[src/rtl/uart_pkg.sv]
// Shared UART constants: fractional bit timing, frame slot indices, FSM states.
package uart_pkg;

    // Bit timing defaults, identical on transmit and receive sides
    localparam int unsigned BIT_BASE_DEF = 168;
    localparam logic [9:0]  BIT_MASK_DEF = 10'h3DF;

    // Frame layout: start, 8 data bits LSB first, stop
    localparam int unsigned FRAME_SLOTS = 10;
    localparam int unsigned SLOT_W      = 4;
    localparam logic [SLOT_W-1:0] START = 4'd0;
    localparam logic [SLOT_W-1:0] STOP  = 4'd9;

    typedef enum logic {
        IDLE  = 1'b0,
        FRAME = 1'b1
    } uart_state_e;

    // Clocks in a given slot: base period plus the slot's mask bit
    function automatic int unsigned slot_period(input int unsigned       base,
                                                input logic [9:0]        mask,
                                                input logic [SLOT_W-1:0] slot);
        if (slot < SLOT_W'(FRAME_SLOTS)) begin
            return base + 32'(mask[slot]);
        end
        return base;
    endfunction

endpackage

[src/rtl/uart_bit_timer.sv]
// Per-slot bit-period counter with mid-bit and end-of-bit strobes.
module uart_bit_timer
    import uart_pkg::*;
#(
    parameter int unsigned CNT_WIDTH = 8,
    parameter int unsigned BIT_BASE  = BIT_BASE_DEF,
    parameter logic [9:0]  BIT_MASK  = BIT_MASK_DEF
) (
    input  logic                 CLOCK,
    input  logic                 RESET_N,
    input  logic [SLOT_W-1:0]    slot_i,
    input  logic                 run_i,
    input  logic                 clr_i,
    output logic [CNT_WIDTH-1:0] cnt_o,
    output logic                 mid_o_c,
    output logic                 end_o_c
);

    // One extra bit so BIT_BASE+1 never wraps in the comparisons
    localparam int unsigned PW = CNT_WIDTH + 1;

    logic [CNT_WIDTH-1:0] cnt_q;
    logic [PW-1:0]        period_c;
    logic [PW-1:0]        cnt_ext_c;

    // Period of the current slot and the two strobe decodes
    always_comb begin
        period_c  = PW'(slot_period(BIT_BASE, BIT_MASK, slot_i));
        cnt_ext_c = {1'b0, cnt_q};
        mid_o_c   = (cnt_ext_c == (period_c >> 1));
        end_o_c   = (cnt_ext_c == (period_c - PW'(1)));
    end

    // Counter: cleared on request, otherwise counts and wraps at end of slot
    always_ff @(posedge CLOCK or negedge RESET_N) begin
        if (!RESET_N) begin
            cnt_q <= '0;
        end else if (clr_i) begin
            cnt_q <= '0;
        end else if (run_i) begin
            cnt_q <= end_o_c ? '0 : cnt_q + CNT_WIDTH'(1);
        end
    end

    assign cnt_o = cnt_q;

endmodule

[src/rtl/uart_rx_frac.sv]
// 8N1 UART receiver with fractional bit timing and a one-entry valid/ready output.
module uart_rx_frac
    import uart_pkg::*;
#(
    parameter int unsigned CNT_WIDTH = 8,
    parameter int unsigned BIT_BASE  = BIT_BASE_DEF,
    parameter logic [9:0]  BIT_MASK  = BIT_MASK_DEF
) (
    input  logic       CLOCK,
    input  logic       RESET_N,
    input  logic       rx,
    input  logic       rx_ready,
    output logic [7:0] rx_data,
    output logic       rx_valid,
    output logic       frame_err,
    output logic       overrun,
    output logic       busy
);

    logic                 sync1_q;
    logic                 rx_s_q;
    logic                 rx_d_q;
    uart_state_e          state_q;
    logic [SLOT_W-1:0]    slot_q;
    logic [7:0]           shift_q;
    logic [7:0]           rx_data_q;
    logic                 rx_valid_q;
    logic                 frame_err_q;
    logic                 overrun_q;
    logic                 busy_q;

    logic [CNT_WIDTH-1:0] cnt_c;
    logic                 mid_c;
    logic                 end_c;
    logic                 start_c;
    logic                 consume_c;
    logic                 leave_c;
    logic                 timer_run_c;
    logic                 timer_clr_c;

    uart_bit_timer #(
        .CNT_WIDTH (CNT_WIDTH),
        .BIT_BASE  (BIT_BASE),
        .BIT_MASK  (BIT_MASK)
    ) u_timer (
        .CLOCK   (CLOCK),
        .RESET_N (RESET_N),
        .slot_i  (slot_q),
        .run_i   (timer_run_c),
        .clr_i   (timer_clr_c),
        .cnt_o   (cnt_c),
        .mid_o_c (mid_c),
        .end_o_c (end_c)
    );

    // Two-stage synchroniser plus one delay stage for falling-edge detection
    always_ff @(posedge CLOCK or negedge RESET_N) begin
        if (!RESET_N) begin
            sync1_q <= 1'b1;
            rx_s_q  <= 1'b1;
            rx_d_q  <= 1'b1;
        end else begin
            sync1_q <= rx;
            rx_s_q  <= sync1_q;
            rx_d_q  <= rx_s_q;
        end
    end

    // Start edge (only with the timer parked), consume handshake, early exits
    always_comb begin
        start_c     = rx_d_q & ~rx_s_q & (cnt_c == '0);
        consume_c   = rx_valid_q & rx_ready;
        leave_c     = (state_q == FRAME) & mid_c &
                      (((slot_q == START) & rx_s_q) | (slot_q == STOP));
        timer_run_c = (state_q == FRAME);
        timer_clr_c = (state_q == IDLE) | leave_c;
    end

    // Frame FSM, shift register and holding register
    always_ff @(posedge CLOCK or negedge RESET_N) begin
        if (!RESET_N) begin
            state_q     <= IDLE;
            slot_q      <= START;
            shift_q     <= 8'h00;
            rx_data_q   <= 8'h00;
            rx_valid_q  <= 1'b0;
            frame_err_q <= 1'b0;
            overrun_q   <= 1'b0;
            busy_q      <= 1'b0;
        end else begin
            frame_err_q <= 1'b0;
            overrun_q   <= 1'b0;
            if (consume_c) begin
                rx_valid_q <= 1'b0;
            end
            case (state_q)
                IDLE: begin
                    if (start_c) begin
                        state_q <= FRAME;
                        slot_q  <= START;
                        busy_q  <= 1'b1;
                    end
                end
                FRAME: begin
                    if (mid_c) begin
                        if (slot_q == START) begin
                            // Line back high at mid-start: treat as a glitch
                            if (rx_s_q) begin
                                state_q <= IDLE;
                                busy_q  <= 1'b0;
                            end
                        end else if (slot_q == STOP) begin
                            // Finish at the stop sample so a following start is not missed
                            state_q <= IDLE;
                            slot_q  <= START;
                            busy_q  <= 1'b0;
                            if (rx_s_q) begin
                                if (!rx_valid_q || consume_c) begin
                                    rx_data_q  <= shift_q;
                                    rx_valid_q <= 1'b1;
                                end else begin
                                    overrun_q <= 1'b1;
                                end
                            end else begin
                                frame_err_q <= 1'b1;
                            end
                        end else begin
                            shift_q[3'(slot_q - SLOT_W'(1))] <= rx_s_q;
                        end
                    end else if (end_c) begin
                        slot_q <= slot_q + SLOT_W'(1);
                    end
                end
                default: begin
                    state_q <= IDLE;
                end
            endcase
        end
    end

    assign rx_data   = rx_data_q;
    assign rx_valid  = rx_valid_q;
    assign frame_err = frame_err_q;
    assign overrun   = overrun_q;
    assign busy      = busy_q;

endmodule

[config.mk]
export PLATFORM = sky130hd
export DESIGN_NAME = uart_rx_frac
export DESIGN_NICKNAME = d
export VERILOG_FILES = /design/src/rtl/uart_pkg.sv /design/src/rtl/uart_bit_timer.sv /design/src/rtl/uart_rx_frac.sv
export SDC_FILE = /design/constraint.sdc
export NUM_CORES = 1
export LEC_CHECK = 0
export CAP_MARGIN = 30
export CELL_PAD_IN_SITES_DETAIL_PLACEMENT = 2
export CELL_PAD_IN_SITES_GLOBAL_PLACEMENT = 2
export CORE_ASPECT_RATIO = 1.1
export CORE_UTILIZATION = 41
export DETAILED_ROUTE_END_ITERATION = 16
export HOLD_SLACK_MARGIN = 0.02
export MAX_ROUTING_LAYER = met4
export PLACE_DENSITY_LB_ADDON = 0.1
export SLEW_MARGIN = 30
export SYNTH_ARGS = -nofsm -noshare
export SYNTH_HDL_FRONTEND = slang
export SYNTH_HIERARCHICAL = 1
export SYNTH_SLANG_ARGS = --single-unit
[constraint.sdc]
create_clock -name CLOCK -period 5.6 [get_ports CLOCK]
set_clock_uncertainty 0.1 [all_clocks]
set_input_delay 1.4 -clock CLOCK [delete_from_list [all_inputs] [get_ports CLOCK]]
set_output_delay 1.4 -clock CLOCK [all_outputs]
set_load 0.05 [all_outputs]
# After elaboration in Yosys (flattened, before gate mapping)
# Memories as Yosys holds them, arrays and structs flattened.
# Index checks and enable logic that the tools add are counted.
# totals
ff_bits,36
output_inout_bits,12
mem_count,1
rom_bits,16
# op_classes
eq_ne,10
bitwise_logic,12
reduce_logical,10
magnitude_cmp,4
addsub,5
muxes,45
# memory_table
name,depth,width,read_ports,rd_ports_with_merged_regs,wr,line_no,source
(no name shown),16,1,1,0,0,uart_pkg.sv:24,return base + 32'(mask[slot]);
# op_table
op,count
two-way mux 1 bit,30
two-way mux 8 bit,3
two-way mux 4 bit,5
two-way mux 9 bit,2
AND reduction 4 bit,3
"adder 8 x 1 -> 9 bit, first input constant",1
equality test 8 x 9 -> 1 bit,1
"subtractor 9 x 1 -> 9 bit, second input constant",1
"adder 8 x 1 -> 8 bit, second input constant",1
bitwise mux 8 bit,1
equality test 8 bit,1
zero test 8 bit,1
one-hot mux 4 bit (2 select lines),1
AND 1 bit,6
"!= test 3 x 1 -> 1 bit, second input constant",2
"!= test 3 bit, second input constant",2
AND reduction 6 bit,1
"< comparator 4 x 5 -> 1 bit, second input constant",1
"adder 4 x 1 -> 4 bit, second input constant",1
"equality test 4 bit, second input constant",1
zero test 4 bit,1
"< comparator 3 x 4 -> 1 bit, second input constant",1
"< comparator 4 bit, second input constant",1
inverter 1 bit,4
other kinds (12),14

# Longest topological paths before layout
# Gate-level depths: netlist of the first run.
# depth
ltp_word,10
mapped_depth,12
depth_no_buf,11

# Hierarchy
# Netlist of the first run, hierarchy kept.
# modules_own_cells
mod,area_each_um2,cells_per_inst,instances
uart_rx_frac,1276.2,104,1
uart_bit_timer,591.8,67,1

# Worst setup path after synthesis of the first run
# Ideal clock, no wire load.
# synth_timing
kind,register to register
from,register u_timer.cnt_q[0] (netlist: u_timer/cnt_o[0])
to,register u_timer.cnt_q[7] (netlist: u_timer/cnt_o[7])
t_arrival_ns,2.503
slack_ns,2.933
n_path_buf,0
period_less_slack_ns,2.667
stages_incl_launch_ff,12
cell_sequence,dfrtp_1 > inv_1 > ha_1 > inv_1 > nor4_1 > inv_1 > a211o_1 > nand2_1 > nor2_1 > or4_1 > a21oi_1 > a21o_1
# synth_between
elab_chain_cells,5
word_cells_on_any_way,10
classes_between,add/sub: 1; eq/ne: 2; mux: 3; bitwise: 3; reduce/logical: 1
# synth_rtl
element,line_no,source
"start, declared",uart_bit_timer.sv:22,logic [CNT_WIDTH-1:0] cnt_q;
"start signal, assigned",uart_bit_timer.sv:41,cnt_q <= end_o_c ? '0 : cnt_q + CNT_WIDTH'(1);
equality test 8 bit *,uart_bit_timer.sv:30,mid_o_c = (cnt_ext_c == (period_c >> 1));
via mid_c,uart_rx_frac.sv:33,logic mid_c;
AND 1 bit * (2 in series),uart_rx_frac.sv:73,leave_c = (state_q == FRAME) & mid_c &
OR 1 bit *,uart_rx_frac.sv:76,timer_clr_c = (state_q == IDLE) | leave_c;
via timer_clr_c,uart_rx_frac.sv:39,logic timer_clr_c;
two-way mux 8 bit / nonzero test 2 bit (equally long branches),-,
# The timed path passes the listed nets; every way through them passes the cells marked *. The select of a mux whose other input is x is not followed.
# A chain may end at the register's enable or synchronous reset.

# Final worst setup path of the first run
# layout_timing
from,register u_timer.cnt_q[1] (netlist: u_timer/cnt_o[1])
to,register u_timer.cnt_q[7] (netlist: u_timer/cnt_o[7])
# Same word-level chain as after synthesis.

==> impl_metrics.tcl, run 1 <==
set metrics [dict create \
    irDropWorstVdd_mv 0.173 \
    drtPass1Iterations 3 \
    route.detailed.drc 0 \
    die_y_um 72.8 \
    core-area_um2 4350 \
    hpwlAfterDp_mm 3.20 \
    area_growth_pct 15.6 \
    crit_type "flip-flop to flip-flop" \
    clock_latency_ns 0.29 \
    synth-adder-area-share 0.0335 \
    synth_nets 180 \
    synth_area_per_cell_um2 10.9 \
    io_pins 16 \
    ys.warnings.count 6 \
    yosys-top-cells-area "dfrtp_1, mux2_2, dfstp_2, ha_1, nand2_1" \
    r2r_setup_slack_ns 2.41 \
    r2r-start "u_timer/cnt_o[1]" \
    grt_pass1_wl_mm 7.91 \
    grt_max_degree 37 \
    placement.io_buffers 15 \
    synth_edf_count 0 \
    rows 25 \
    synth_compound_area_frac 0.119 \
    hold_buffers 0 \
    seq_area_frac_synth 0.484 \
    pwr-share-comb 0.185 \
    clk_path_buf_depth 2 \
    period_share 0.569 \
    worst_slack_ns 2.41 \
    yosysUniqueCellTypes 45 \
    place_ws_ns 2.43 \
    reg2reg_depth 11 \
    via_per_inst 5.74 \
    cts.clk_slew.worst_paths_ns 0.08 \
    worst_slew_pin_slew_ns 0.849 \
    drive_above_1_share 0.185 \
    fillers 462 \
    p_switching_uw 214 \
    routedWlPerCell_um 18.8 \
    power.total_uw 676 \
    cts_sinks 36 \
    synthXorXnorAreaFrac 0.00469 \
    hold_ws_ns 0.265 \
    synth-seq-cells 36 \
    synthFlopType "dfrtp_1" \
    swShare 0.316 \
    drt_iter0_markers 72 \
    holdCritPathClass "flip-flop to flip-flop" \
    clock.fmax_mhz 314 \
    wl_mm 4.57 \
    syn_inst 171 \
    crit_path_end "u_timer/cnt_o[7]" \
    cp_data_required_time_ns 5.72 \
    root_buffer "clkbuf_8" \
    gp_congestion 0.776 \
    die_area_um2 4830 \
    yosys.area.top_type "dfrtp_1" \
    start_util 0.430 \
    cp.arrival_ns 3.31 \
    cts_tree "yes" \
    synth.area.mux_share 0.107 \
    cts_max_level 2 \
    synth_top_family_by_area "simple AND/OR/NAND/NOR gates" \
    ant_nets 0 \
    layout_common_cells "dfrtp_1, mux2_2, nand2_1, clkdlybuf4s50_1, nor2_1" \
    reg2reg_to "u_timer/cnt_o[7]" \
    synth.top_cell.area_share 0.442 \
    synth-simple-area-share 0.214 \
    post_cts_buffers 0 \
    grt_pass1_vias 1523 \
    finalMaxSlewViolations 0 \
    vias 1394 \
    syn-cell-area_um2 1870 \
    fin_nets 197 \
    worst-path-max-fanout 12 \
    cts_resized 0 \
    regArea_um2 905 \
    final_common_cell "dfrtp_1" \
    fin_setup_tns_ns 0 \
    status "finished, final reports clean" \
    async_reset_ff_frac 1.00 \
    power.leakage_nw 0.966 \
    dieWidth_um 66.4 \
    rsz0062_at_grt "no" \
    min_period_ns 3.19 \
    hold_violations 0 \
    slew_headroom 0.428 \
    grt_usage 0.228 \
    startpoint_type "flip-flop" \
    power_frac_clock 0.335 \
    seq_power_share 0.480 \
    p_per_area_nw_per_um2 313 \
    multi_input_area_um2 892 \
    cap_violations 0 \
    intPower_uw 462 \
    numCtsBuffers 5 \
    setup_viol 0 \
    cp-end-kind "flip-flop" \
    antenna_found_initial 0 \
    critPathLaunch "u_timer/cnt_o[1]" \
    num_antenna_cells 0 \
    grt_overflow_total 0 \
]
[sequential cells by signal, indices dropped and copies added, names as in the netlist, 4 cells and up]
register       count
shift_q            8
u_timer/cnt_o      8
slot_q             4
rx_data            8
[cell families after synthesis]
| family | count (synthesis) |
|---|---|
| AO/OA/AOI/OAI | 30 |
| XOR/XNOR | 1 |
| adder cells (fa/ha/maj) | 5 |
| buffers and inverters | 13 |
| flip-flops | 36 |
| multiplexers | 18 |
| AND/OR/NAND/NOR | 68 |
[cells in the mapped netlist (2+ instances only)]
cell type / count
buf_2: 4
a21oi_1: 5
ha_1: 5
mux2_2: 16
dfrtp_1: 33
mux2i_1: 2
nor4b_1: 2
nor4_1: 7
or3_1: 2
a21o_1: 7
dfstp_2: 3
o21a_1: 3
o21ai_0: 4
nand2_1: 15
or2_1: 2
inv_1: 7
nor2_1: 11
nor3_1: 5
nand3_1: 7
nand3_2: 2
nor2b_1: 4
nor3b_1: 2
[through the flow]
stage | std cells | utilization | instance area [um^2]
after detailed placement | 235 | 0.471 | 2050
after global placement | 235 | 0.471 | 2050
after global routing | 243 | 0.497 | 2160
after CTS | 243 | 0.497 | 2160
final | 243 | 0.497 | 2160
after floorplan | 171 | - | 1870
[layer usage]
layer  part of all wire  global-route usage
met3              0.019              0.0297
met5                  0                   -
met1               0.45               0.280
met2               0.52               0.380
met4              0.017              0.0922
[worst max-delay path, stage by stage, from the launching register on]
cell     delay (ns)
dfrtp_1        0.48
inv_1          0.13
ha_1           0.15
inv_1          0.04
nor4_1         0.73
inv_1          0.09
a211o_1        0.26
nand2_1        0.13
nor2_1         0.19
or4_1          0.55
a21oi_1        0.17
a21o_1         0.10
[power groups by stage]
stage               clock network, mW  registers, mW  logic, mW
finish                          0.226          0.325      0.125
CTS                             0.235          0.324      0.127
global route                    0.240          0.329      0.143
floorplan                           0          0.309      0.115
detailed placement                  0          0.329      0.126
global placement                    0          0.325      0.119
[final cells by class]
class,instances,area share
Sequential cell,36,0.419
Inverter,7,0.0122
Clock inverter,3,0.0197
Timing Repair Buffer,16,0.0730
Multi-Input combinational cell,122,0.413
Tap cell,54,0.0313
Clock buffer,5,0.0319
[worst min-delay path by stage]
stage / startpoint / end / slack, ns / depth (start not counted)
final: sync1_q / rx_s_q / 0.27 / 0
after detailed placement: sync1_q / rx_s_q / 0.25 / 0
after CTS: sync1_q / rx_s_q / 0.27 / 0
after floorplan: sync1_q / rx_s_q / 0.25 / 0
after global placement: sync1_q / rx_s_q / 0.25 / 0
after global routing: sync1_q / rx_s_q / 0.27 / 0
Note: power is estimated with default switching activity, not from simulation.
==> inputs of run 2 (changes only) <==
- CORE_UTILIZATION: 41 -> 34
- clock period: 5.6 -> 2.8 ns (I/O delays scaled with it)
==> run 2 against run 1 <==
Critical path depth fell by 2. Total power rose by 91%. Maximum frequency up 24%. Non-clock buffer count rose by 7. Combinational power grew to 2.7 times the previous value. Final cell count grew 10%. Via count is 0.65% higher. Die area rose by 20%. Clock-buffer cell count is 2 higher. Wire length about the same. Critical endpoint unchanged.
==> impl_metrics.tcl, run 2 (synthesized netlist as in run 1, its figures left out) <==
set metrics [dict create \
    status "finished, final reports clean" \
    cp-end-kind "flip-flop" \
    finalMaxSlewViolations 0 \
    routedWlPerCell_um 17.1 \
    grt_max_degree 37 \
    crit_type "flip-flop to flip-flop" \
    layout_common_cells "dfrtp_1, mux2_2, nand2_1, clkdlybuf4s50_1, nor2_1" \
    hpwlAfterDp_mm 3.45 \
    die_y_um 79.7 \
    cts_sinks 36 \
    power.total_mw 1.29 \
    rsz0062_at_grt "no" \
    rows 27 \
    place_area_um2 2120 \
    post-place-cells 260 \
    swShare 0.324 \
    clock.fmax_mhz 389 \
    grt_usage 0.184 \
    grt_overflow_total 0 \
    fin_nets 204 \
    fin_setup_tns_ns 0 \
    crit_buf_inv 1 \
    hp-start "sync1_q" \
    seq_power_share 0.471 \
    gp_congestion 0.788 \
    post_cts_buffers 0 \
    power_frac_clock 0.271 \
    clock_latency_ns 0.28 \
    hold_buffers 0 \
    place_ws_ns 0.208 \
    whs_path_depth 0 \
    startpoint_type "flip-flop" \
    pwr-share-comb 0.258 \
    min_period_ns 2.57 \
    cts_max_level 2 \
    drtPass1Iterations 4 \
    power.leakage_nw 0.991 \
    drive_above_1_share 0.204 \
    cp_data_required_time_ns 2.93 \
    hold_violations 0 \
    cts.clk_slew.worst_paths_ns 0.07 \
    period_share 0.919 \
    cts_resized 0 \
    path_cells "nand2_1, nor4_1, inv_1, a211o_1, nand2_1, nor2_1, or4_1, a21oi_1, a21o_1" \
    drt_iter0_markers 16 \
    worst-path-max-fanout 8 \
    critPathLaunch "u_timer/cnt_o[4]" \
    slowest_stage "or4_1" \
    grt_pass1_vias 1578 \
    reg2reg_depth 9 \
    antenna_found_initial 0 \
    start_util 0.364 \
    r2r-start "u_timer/cnt_o[4]" \
    cts_tree "yes" \
    design_area_um2 2200 \
    clk_path_buf_depth 2 \
    cap_violations 0 \
    dieWidth_um 72.7 \
    final_common_cell "dfrtp_1" \
    cp.arrival_ns 2.70 \
    critical_path_depth 9 \
    irDropWorstVdd_mv 0.248 \
    placement.io_buffers 15 \
    io_pins 16 \
    max_stage_delay_ns 0.54 \
    ant_nets 0 \
    setup_viol 0 \
    die_area_um2 5800 \
    cp_top_family "simple AND/OR/NAND/NOR gates" \
    area_growth_pct 18.0 \
    core-area_um2 5130 \
    p_per_area_nw_per_um2 585 \
    slew_headroom 0.658 \
    path_common_cell "nand2_1" \
    worst_slew_pin_slew_ns 0.511 \
    worst_slack_ns 0.228 \
    intPower_uw 872 \
    route.detailed.drc 0 \
    num_antenna_cells 0 \
    root_buffer "clkbuf_8" \
    holdCritPathClass "flip-flop to flip-flop" \
    via_per_inst 5.24 \
    grt_pass1_wl_mm 7.78 \
    fin_cells 268 \
    vias 1403 \
    wl_mm 4.58 \
    p_switching_uw 417 \
    numCtsBuffers 5 \
]
[run 2: changes by cell type in the layout (fill, tap and decap cells not counted), sizes merged]
cell | before | now
clkinvlp | 1 | 0
clkbuf | 5 | 7
bufinv | 1 | 0
buf | 1 | 8
[run 2: path summary, 6_finish.rpt]
kind                                     to  slack, ns
setup / recovery           u_timer/cnt_o[7]       0.23
hold / removal                       rx_s_q       0.26
setup reg to reg           u_timer/cnt_o[7]       0.23
hold reg to reg                      rx_s_q       0.26
max in group asynchronous            rx_d_q       1.51
min in group asynchronous  u_timer/cnt_o[6]       0.73
[run 2: area by class of cell]
class | count | area (um^2)
clock inverter | 1 | 5.00
clock buffer | 7 | 76.3
fill | 565 | 2930
sequential | 36 | 905
inverter | 7 | 26.3
tap | 72 | 90.1
timing repair buffer | 23 | 210
multi-input combinational | 122 | 892
[run 2: power by group through the flow]
| stage | combinational, mW | clock, mW | sequential, mW |
|---|---|---|---|
| 6_report | 0.333 | 0.350 | 0.607 |
| 3_3_place_gp | 0.328 | 0 | 0.613 |
| 2_1_floorplan | 0.229 | 0 | 0.617 |
| 5_1_grt | 0.375 | 0.384 | 0.615 |
| 4_1_cts | 0.343 | 0.371 | 0.609 |
| 3_5_place_dp | 0.343 | 0 | 0.619 |
[run 2: stage by stage]
stage / hold slack (ns) / utilization
global placement: 0.248 / 0.413
global route: 0.268 / 0.429
finish: 0.265 / 0.429
detailed placement: 0.254 / 0.413
CTS: 0.265 / 0.429
floorplan: 0.245 / -
[run 2: per-layer routing]
layer	wire length (um)	global-route usage	up-vias
met5	0	-	-
met4	74	0.0647	0
met3	95	0.0354	6
met2	2600	0.347	17
met1	1810	0.188	716
li1	-	-	664
==> inputs of run 3 (changes only) <==
- CORE_ASPECT_RATIO: 1.1 -> 1.2
- REMOVE_ABC_BUFFERS: unset -> 1
==> run 3 against run 2 <==
First-iteration DRC count rose by 110%. Final cell count shrank 3.7%. Clock-buffer cell count decreased by 1. Global-route usage down 0.51 points. Wire length up 1.6%. Non-clock buffer count did not move. Total power rose by 8.9%. Critical path depth stayed put. Sequential power increased by 0.8%. Via count decreased by 1.4%. Highest routed layer unchanged.
==> impl_metrics.tcl, run 3 (synthesized netlist as in run 1, its figures left out) <==
set metrics [dict create \
    swShare 0.317 \
    cts_max_level 2 \
    routedWlPerCell_um 18.0 \
    die_area_um2 5800 \
    final_common_cell "dfrtp_1" \
    post_cts_buffers 0 \
    hpwlAfterDp_mm 3.52 \
    reg2reg_to "u_timer/cnt_o[7]" \
    crit_type "flip-flop to flip-flop" \
    grt_overflow_total 0 \
    power_frac_clock 0.321 \
    drtPass1Iterations 4 \
    hold_buffers 0 \
    clk_path_buf_depth 2 \
    worst-path-max-fanout 12 \
    intPower_uw 958 \
    dr_wl_met3_um 97 \
    area_growth_pct 19.1 \
    power.leakage_nw 1.00 \
    clock.fmax_mhz 395 \
    drive_above_1_share 0.214 \
    holdCritPathClass "flip-flop to flip-flop" \
    via_per_inst 5.36 \
    cts_tree "yes" \
    design_area_um2 2220 \
    place_area_um2 2110 \
    cap_violations 0 \
    worst_slew_pin_slew_ns 0.517 \
    grt_pass1_wl_mm 7.81 \
    pwr-share-comb 0.243 \
    gp_congestion 0.771 \
    ant_nets 0 \
    placement.io_buffers 15 \
    numCtsBuffers 5 \
    rsz0062_at_grt "no" \
    fin_nets 204 \
    cp.arrival_ns 2.67 \
    grt_usage 0.179 \
    p_switching_uw 446 \
    vias 1383 \
    crit_path_end "u_timer/cnt_o[7]" \
    wl_mm 4.65 \
    critPathLaunch "slot_q[0]" \
    clock_latency_ns 0.29 \
    met2_length_mm 2.68 \
    period_share 0.905 \
    layout_common_cells "dfrtp_1, mux2_2, nand2_1, clkdlybuf4s50_1, nor2_1" \
    antenna_found_initial 0 \
    worst_slack_ns 0.266 \
    cts_sinks 36 \
    p_per_area_nw_per_um2 631 \
    drt_iter0_markers 33 \
    grt_pass1_vias 1626 \
    io_pins 16 \
    r2r_setup_slack_ns 0.27 \
    grt_max_degree 37 \
    start_util 0.353 \
    min_period_ns 2.53 \
    slew_headroom 0.654 \
    wl_met1_mm 1.80 \
    rows 29 \
    status "finished, final reports clean" \
    root_buffer "clkbuf_8" \
    hold_ws_ns 0.251 \
    cts.clk_slew.worst_paths_ns 0.08 \
    fin_setup_tns_ns 0 \
    irDropWorstVdd_mv 0.381 \
    dieWidth_um 69.7 \
    cp_data_required_time_ns 2.93 \
    seq_power_share 0.436 \
    die_y_um 83.2 \
    startpoint_type "flip-flop" \
    top_layer_used "met4" \
    cp-end-kind "flip-flop" \
    core-area_um2 5300 \
    place_ws_ns 0.185 \
    hold_violations 0 \
    setup_viol 0 \
    route.detailed.drc 0 \
    reg2reg_depth 9 \
    num_antenna_cells 0 \
    r2r-start "slot_q[0]" \
    finalMaxSlewViolations 0 \
    hp-start "sync1_q" \
]
[run 3: critical path: stages (launching register included)]
cell and delay, ns:
dfrtp_1 0.50, inv_1 0.16, ha_1 0.26, nand3b_1 0.10, a211o_1 0.31, nand2_1 0.14
nor2_1 0.13, or4_1 0.53, a21oi_1 0.16, a21o_1 0.10
[run 3: routing by layer]
metal / global-route usage / up-vias
li1: - / 668
met1: 0.176 / 693
met2: 0.342 / 14
met3: 0.0400 / 8
met4: 0.0582 / 0
met5: - / -
[run 3: final cells by class]
type / count / area (um^2)
Multi-Input combinational cell: 122 / 898
Inverter: 7 / 26.3
Sequential cell: 36 / 905
Fill cell: 597 / 3070
Clock inverter: 2 / 35.0
Tap cell: 62 / 77.6
Clock buffer: 6 / 72.6
Timing Repair Buffer: 23 / 210
[run 3: worst min-delay path by stage]
stage / endpoint / cells past startpoint / slack [ns]
finish: rx_s_q / 0 / 0.25
CTS: rx_s_q / 0 / 0.25
global placement: rx_s_q / 0 / 0.25
global route: rx_s_q / 0 / 0.26
detailed placement: rx_s_q / 0 / 0.25
floorplan: rx_s_q / 0 / 0.25
[run 3: metrics by stage]
step | power, mW | utilization | cells
3_3_place_gp | 0.944 | 0.398 | 250
2_1_floorplan | 0.814 | - | 165
6_report | 1.40 | 0.420 | 258
5_1_grt | 1.49 | 0.420 | 258
3_5_place_dp | 0.963 | 0.398 | 250
4_1_cts | 1.43 | 0.419 | 258
[run 3: power by group through the flow]
stage	Combinational (mW)	Clock, mW	Sequential [mW]
final	0.341	0.450	0.612
after global routing	0.379	0.487	0.620
after CTS	0.346	0.469	0.611
after detailed placement	0.342	0	0.621
after global placement	0.326	0	0.618
after floorplan	0.182	0	0.632
[run 3: timing repair]
item / 4_1_cts / 5_1_grt
setup endpoints to repair: 0 / 2
endpoints found under the hold margin: 0 / 0
resized for setup: 0 / 1
